==> src/rtl/uart_echo_tester.sv <==
// Host-side UART loopback tester: sends one 8N1 test byte, then receives and
// checks the echoed frames, counting good and bad echoes until done or timeout.
module uart_echo_tester #(
  parameter int CLK_FREQ       = 50_000_000,
  parameter int BAUD           = 115200,
  parameter int DATA_WIDTH     = 8,
  parameter int ECHO_COUNT     = 4,
  parameter int TIMEOUT_CYCLES = 75_000_000
) (
  input  logic                  iCLK_50,
  input  logic                  reset,
  input  logic                  start,
  input  logic [DATA_WIDTH-1:0] tx_byte,
  output logic                  serial_out,
  input  logic                  serial_in,
  output logic                  busy,
  output logic                  done,
  output logic                  pass,
  output logic [3:0]            echo_cnt,
  output logic [3:0]            err_cnt,
  output logic                  timeout_flag,
  output logic [DATA_WIDTH-1:0] last_rx
);

  localparam int BIT_CYCLES  = CLK_FREQ / BAUD;
  localparam int HALF_CYCLES = BIT_CYCLES / 2;
  localparam int CYC_W       = $clog2(BIT_CYCLES + 1);
  localparam int TO_W        = $clog2(TIMEOUT_CYCLES + 1);
  localparam int IDX_W       = $clog2(DATA_WIDTH + 2);
  localparam logic [IDX_W-1:0] STOP_IDX = IDX_W'(DATA_WIDTH + 1);
  localparam logic [IDX_W-1:0] LAST_DATA_IDX = IDX_W'(DATA_WIDTH);

  typedef enum logic [2:0] {
    IDLE, SEND, WAIT_ECHO, RECV, CHECK, DONE
  } state_t;

  state_t state, state_next;

  logic                  sync_a, sync_b, sync_c;
  logic                  tx_line;
  logic [CYC_W-1:0]      cyc_cnt;
  logic [IDX_W-1:0]      idx;
  logic [IDX_W-1:0]      idx_inc;
  logic [TO_W-1:0]       to_cnt;
  logic [DATA_WIDTH-1:0] tx_data;
  logic [DATA_WIDTH-1:0] rx_sh;
  logic                  rx_stop;
  logic [DATA_WIDTH+1:0] frame;

  logic       accept, bit_end, rx_sample, fall, to_hit, go_timeout;
  logic       data_ok, pass_next;
  logic [3:0] echo_next, err_next, total_next;

  assign serial_out = tx_line;
  assign busy       = (state != IDLE);
  assign done       = (state == DONE);
  assign frame      = {1'b1, tx_data, 1'b0};
  assign idx_inc    = idx + IDX_W'(1);

  // serial_in is asynchronous: two flops to synchronize, a third for edge detect
  assign fall    = sync_c & ~sync_b;
  assign bit_end = (cyc_cnt == CYC_W'(BIT_CYCLES - 1));
  assign to_hit  = (to_cnt == TO_W'(TIMEOUT_CYCLES - 1));

  always_ff @(posedge iCLK_50) begin
    if (reset) state <= IDLE;
    else       state <= state_next;
  end

  always_comb begin
    state_next = state;
    accept     = 1'b0;
    go_timeout = 1'b0;
    rx_sample  = (idx == '0) ? (cyc_cnt == CYC_W'(HALF_CYCLES - 1)) : bit_end;
    data_ok    = rx_stop && (rx_sh == tx_data);
    echo_next  = data_ok ? echo_cnt + 4'd1 : echo_cnt;
    err_next   = data_ok ? err_cnt : err_cnt + 4'd1;
    total_next = echo_next + err_next;
    pass_next  = (echo_next == 4'(ECHO_COUNT)) && (err_next == 4'd0);
    case (state)
      IDLE: begin
        if (start) begin
          accept     = 1'b1;
          state_next = SEND;
        end
      end
      SEND: begin
        if (bit_end && idx == STOP_IDX) state_next = WAIT_ECHO;
      end
      WAIT_ECHO: begin
        if (fall) begin
          state_next = RECV;
        end else if (to_hit) begin
          go_timeout = 1'b1;
          state_next = DONE;
        end
      end
      RECV: begin
        if (rx_sample) begin
          // a line already back high at mid start bit was only a glitch
          if (idx == '0 && sync_b) state_next = WAIT_ECHO;
          else if (idx == STOP_IDX) state_next = CHECK;
        end
      end
      CHECK: begin
        if (total_next == 4'(ECHO_COUNT)) state_next = DONE;
        else                              state_next = WAIT_ECHO;
      end
      DONE: state_next = IDLE;
      default: state_next = IDLE;
    endcase
  end

  always_ff @(posedge iCLK_50) begin
    if (reset) begin
      sync_a       <= 1'b1;
      sync_b       <= 1'b1;
      sync_c       <= 1'b1;
      tx_line      <= 1'b1;
      cyc_cnt      <= '0;
      idx          <= '0;
      to_cnt       <= '0;
      echo_cnt     <= 4'd0;
      err_cnt      <= 4'd0;
      timeout_flag <= 1'b0;
      pass         <= 1'b0;
      last_rx      <= '0;
    end else begin
      sync_a <= serial_in;
      sync_b <= sync_a;
      sync_c <= sync_b;
      // the idle-gap counter only runs while waiting and restarts from 0 on every entry
      to_cnt <= (state == WAIT_ECHO) ? to_cnt + TO_W'(1) : '0;
      case (state)
        IDLE: begin
          if (accept) begin
            echo_cnt     <= 4'd0;
            err_cnt      <= 4'd0;
            pass         <= 1'b0;
            timeout_flag <= 1'b0;
            tx_line      <= 1'b0;
            cyc_cnt      <= '0;
            idx          <= '0;
          end
        end
        SEND: begin
          if (bit_end) begin
            cyc_cnt <= '0;
            if (idx == STOP_IDX) begin
              tx_line <= 1'b1;
            end else begin
              idx     <= idx_inc;
              tx_line <= frame[idx_inc];
            end
          end else begin
            cyc_cnt <= cyc_cnt + CYC_W'(1);
          end
        end
        WAIT_ECHO: begin
          if (fall) begin
            cyc_cnt <= '0;
            idx     <= '0;
          end
          if (go_timeout) begin
            timeout_flag <= 1'b1;
            pass         <= 1'b0;
          end
        end
        RECV: begin
          if (rx_sample) begin
            cyc_cnt <= '0;
            idx     <= idx_inc;
          end else begin
            cyc_cnt <= cyc_cnt + CYC_W'(1);
          end
        end
        CHECK: begin
          last_rx  <= rx_sh;
          echo_cnt <= echo_next;
          err_cnt  <= err_next;
          pass     <= pass_next;
        end
        default: ;
      endcase
    end
  end

  // data registers: no reset, written only under FSM control
  always_ff @(posedge iCLK_50) begin
    if (state == IDLE && accept) tx_data <= tx_byte;
    if (state == RECV && rx_sample) begin
      if (idx != '0 && idx <= LAST_DATA_IDX) rx_sh <= {sync_b, rx_sh[DATA_WIDTH-1:1]};
      if (idx == STOP_IDX) rx_stop <= sync_b;
    end
  end

endmodule

==> config.mk <==
export PLATFORM = sky130hd
export DESIGN_NAME = uart_echo_tester
export DESIGN_NICKNAME = d
export VERILOG_FILES = /design/src/rtl/uart_echo_tester.sv
export SDC_FILE = /design/constraint.sdc
export NUM_CORES = 1
export LEC_CHECK = 0
export ABC_AREA = 0
export BUFFER_PORTS_ARGS = -buffer_cell sky130_fd_sc_hd__buf_2
export CAP_MARGIN = 40
export CORE_ASPECT_RATIO = 0.5
export CORE_MARGIN = 1
export CORE_UTILIZATION = 30
export DETAILED_ROUTE_END_ITERATION = 10
export SETUP_SLACK_MARGIN = 0.4
export SLEW_MARGIN = 10
export SYNTH_ARGS = -nofsm -noshare
export SYNTH_HDL_FRONTEND = slang
export SYNTH_SLANG_ARGS = --single-unit
==> constraint.sdc <==
create_clock -name iCLK_50 -period 3.8 [get_ports iCLK_50]
set_input_delay 0.38 -clock iCLK_50 [delete_from_list [all_inputs] [get_ports iCLK_50]]
set_output_delay 0.38 -clock iCLK_50 [all_outputs]
set_load 0.02 [all_outputs]
==> impl_metrics.yaml <==
run_status:
  status: "finished clean"
hold_path:
  min_from: "tx_byte[4]"
  whs_path_depth: 1
  hold_class: "in -> reg"
  min_to: "tx_data[4]$_DFFE_PP_"
sta:
  worst_pin_slew_ns: 0.612
  drv_slew: 0
  hold_viol_final: 0
  grt_setup_unrepaired: "false"
  holdWs_ns: 0.219
  setup_violations: 0
  skew_ns: 0.00612
  relSlewSlack_pct: 58.8
  fin_crit_ns: 3.21
  fmax_mhz: 311
  period_share_pct: 84.5
  setup_slack_ns: 0.588
  fin_setup_tns_ns: 0
cts:
  cts_hold_buffers: 0
  clkTransAtPathRegs_ns: 0.06
  cts-root-buf: "clkbuf_16"
  worstSkewPairLatency_ns: 0.33
  cts_buffer_depth: 2
  cts_buffers: 9
  cts_sinks: 82
  cts_tree: "done"
  htreeDepth: 3
synth:
  synth_edf_count: 17
  synthArstFlopShare_pct: 0
  synth_common_cells: "dfxtp_1 (65), nor2_1 (60), nand2_1 (51)"
  synth-seq-cells: 82
  syn_area_per_cell_um2: 8.92
  ys.flop_type: "dfxtp_1"
  ys_types: 71
  syn-num-nets: 507
  yosysWarnings: 0
  synth_most_common_cell: "dfxtp_1"
  netlist_area_um2: 4310
  synth_top_cell_area_share_pct: 30.2
  synth_top_cell_by_area: "dfxtp_1"
  netlist_instances: 483
  synthTopCellsByArea: "dfxtp_1 (30%), edfxtp_1 (12%), xor2_1 (6.9%), nor2_1 (5.2%), nand2_1 (4.4%)"
  ys_seq_area_share_pct: 42.1
global_route:
  busiest_layer: "met2"
  grt_usage_pct: 13.2
  grt_max_degree: 34
  grt_pass1_vias: 3074
  antenna_found_initial: 0
  grt_util_met1_pct: 17.0
  grtUsageMet2_pct: 21.0
  grt_use_met3_pct: 3.74
  overflow: 0
  grt_pass1_wl_mm: 15.3
worst_setup_path:
  reg2reg_depth: 13
  r2r-start: "rx_sh[3]$_DFFE_PP_"
  crit_path_end_kind: "flip-flop"
  max_stage_delay_ns: 0.43
  path_common_cell: "xor2_1"
  crit_chain: "xor2_1 -> nor4_4 -> and3_1 -> nand2_1 -> xor2_1 -> inv_1 -> ha_1 -> a21o_1 -> a32o_1 -> nor3b_1 -> mux2_2 -> o21ai_0 -> a31oi_1"
  critical_path_required_ns: 4.01
  crit_type: "reg -> reg"
  worstPathMaxFanout: 6
  reg2reg_to: "state[0]$_SDFFE_PP0P_"
  reg2reg_slack_ns: 0.59
  cp_slowest_cell: "edfxtp_1"
  crit_arrival_ns: 3.42
  worstSetupStartpointType: "flip-flop"
cells_and_area:
  diodes: 0
  area_growth_syn_to_layout_pct: 16.6
  drive_gt1_share_pct: 15.9
  final_core_util_pct: 36.4
  nNetsFinal: 535
  fillers: 1383
placed_design:
  gp_congestion: 0.889
  pre_cts_slack_ns: 0.561
  io_buffers: 32
  dpl.hpwl_mm: 6.57
route:
  viasPerCell: 4.81
  dr.pass1.iters: 4
  vias: 3408
  drc: 0
  ant_nets: 0
  wirelength_mm: 9.27
  dr.first_iter.drc_count: 290
  wl_per_cell_um: 13.1
flow_run:
  drv_cap: 0
die:
  die_w_um: 171
  io_pins: 33
  start_util_pct: 31.3
  die_h_um: 86.7
  fp-row-count: 30
  core_area_um2: 13800
  dieArea_um2: 14900
power_and_ir_drop:
  p_leak_nw: 1.81
  seq_power_share_pct: 41.8
  fin_total_pwr_w: 0.00242
  clockPowerShare_pct: 39.9
  switching_share_pct: 28.4
  powerDensity_nw_per_um2: 482
  p_int_w: 0.00174
  peakVddDrop_mv: 0.228
  comb_power_share_pct: 18.2
  switchingPower_w: 0.000687
worst max path at each step:
stage / startpoint / to / slack, ns / cells past startpoint
2_1_floorplan: rx_sh[0]$_DFFE_PP_ / state[1]$_SDFFE_PP0P_ / 0.71 / 14
3_3_place_gp: rx_sh[5]$_DFFE_PP_ / state[0]$_SDFFE_PP0P_ / 0.61 / 13
4_1_cts: rx_sh[0]$_DFFE_PP_ / state[0]$_SDFFE_PP0P_ / 0.53 / 13
6_report: rx_sh[3]$_DFFE_PP_ / state[0]$_SDFFE_PP0P_ / 0.59 / 13
5_1_grt: rx_sh[3]$_DFFE_PP_ / state[1]$_SDFFE_PP0P_ / 0.40 / 14
3_5_place_dp: rx_sh[0]$_DFFE_PP_ / state[1]$_SDFFE_PP0P_ / 0.56 / 13
layer usage:
metal	vias up	routed length, um
met2	55	4160
li1	1751	-
met4	0	130
met1	1588	4650
met5	-	0
met3	14	326
registers in the layout, summed over array words and instances (netlist names):
register      flops
rx_sh             8
to_cnt           27
err_cnt           4
serial_out        1
timeout_flag      1
sync_b            1
idx               4
sync_a            1
last_rx           8
echo_cnt          4
rx_stop           1
pass              1
cyc_cnt           9
sync_c            1
tx_data           8
state             3
cell usage in the layout (no fill, tap or decap), drive strengths merged, types with 12 or more instances in the layout:
cell type / synthesis / final
a21oi: 25 / 25
buf: 8 / 41
dfxtp: 65 / 65
edfxtp: 17 / 17
inv: 15 / 17
nand2: 51 / 51
nand3: 19 / 19
nor2: 60 / 60
o21ai: 15 / 15
xnor2: 12 / 12
xor2: 34 / 34
final cells by class:
cell class	count	area, um^2	share of cell area (%)
Inverter	15	56.3	1.12
Sequential cell	82	1810	36.1
Multi-Input combinational cell	362	2340	46.6
Clock buffer	11	253	5.03
Clock inverter	5	82.6	1.64
Timing Repair Buffer	41	235	4.68
Tap cell	192	240	4.78
power by group through the flow:
| stage | combinational [W] | sequential, W | clock [W] |
|---|---|---|---|
| 2_1_floorplan | 0.000354 | 0.000998 | 0 |
| 3_3_place_gp | 0.000430 | 0.00103 | 0 |
| 3_5_place_dp | 0.000431 | 0.00103 | 0 |
| 4_1_cts | 0.000433 | 0.00101 | 0.000996 |
| 5_1_grt | 0.000500 | 0.00102 | 0.00104 |
| 6_report | 0.000442 | 0.00101 | 0.000967 |
metrics by stage:
| step | std cells | area [um^2] |
|---|---|---|
| 2_1_floorplan | 483 | 4310 |
| 3_3_place_gp | 687 | 4630 |
| 3_5_place_dp | 688 | 4640 |
| 4_1_cts | 704 | 4980 |
| 5_1_grt | 708 | 5020 |
| 6_report | 708 | 5020 |
critical path: cells and delay by family (launching register included):
kind	cells	cell delay (ns)
xor+xnor	2	0.42
mux	1	0.28
fa+ha+maj	1	0.38
simple gates	4	0.78
flops	1	0.43
compound gates	4	0.72
buf+inv	1	0.07
cell families after synthesis:
logic type | after synthesis | share of synthesized area [%]
AND/OR/NAND/NOR | 216 | 26.3
flip-flops | 82 | 42.1
AO/OA/AOI/OAI | 81 | 12.7
XOR/XNOR | 46 | 9.36
buffers and inverters | 39 | 3.81
adder cells (fa/ha/maj) | 12 | 3.66
multiplexers | 7 | 2.12
timing repair:
item,CTS,global route
setup buffers,0,4
gates resized for setup,0,2
endpoints found under the setup margin,0,3
endpoints found under the hold margin,0,0
Power figures use the tool's default switching activity.
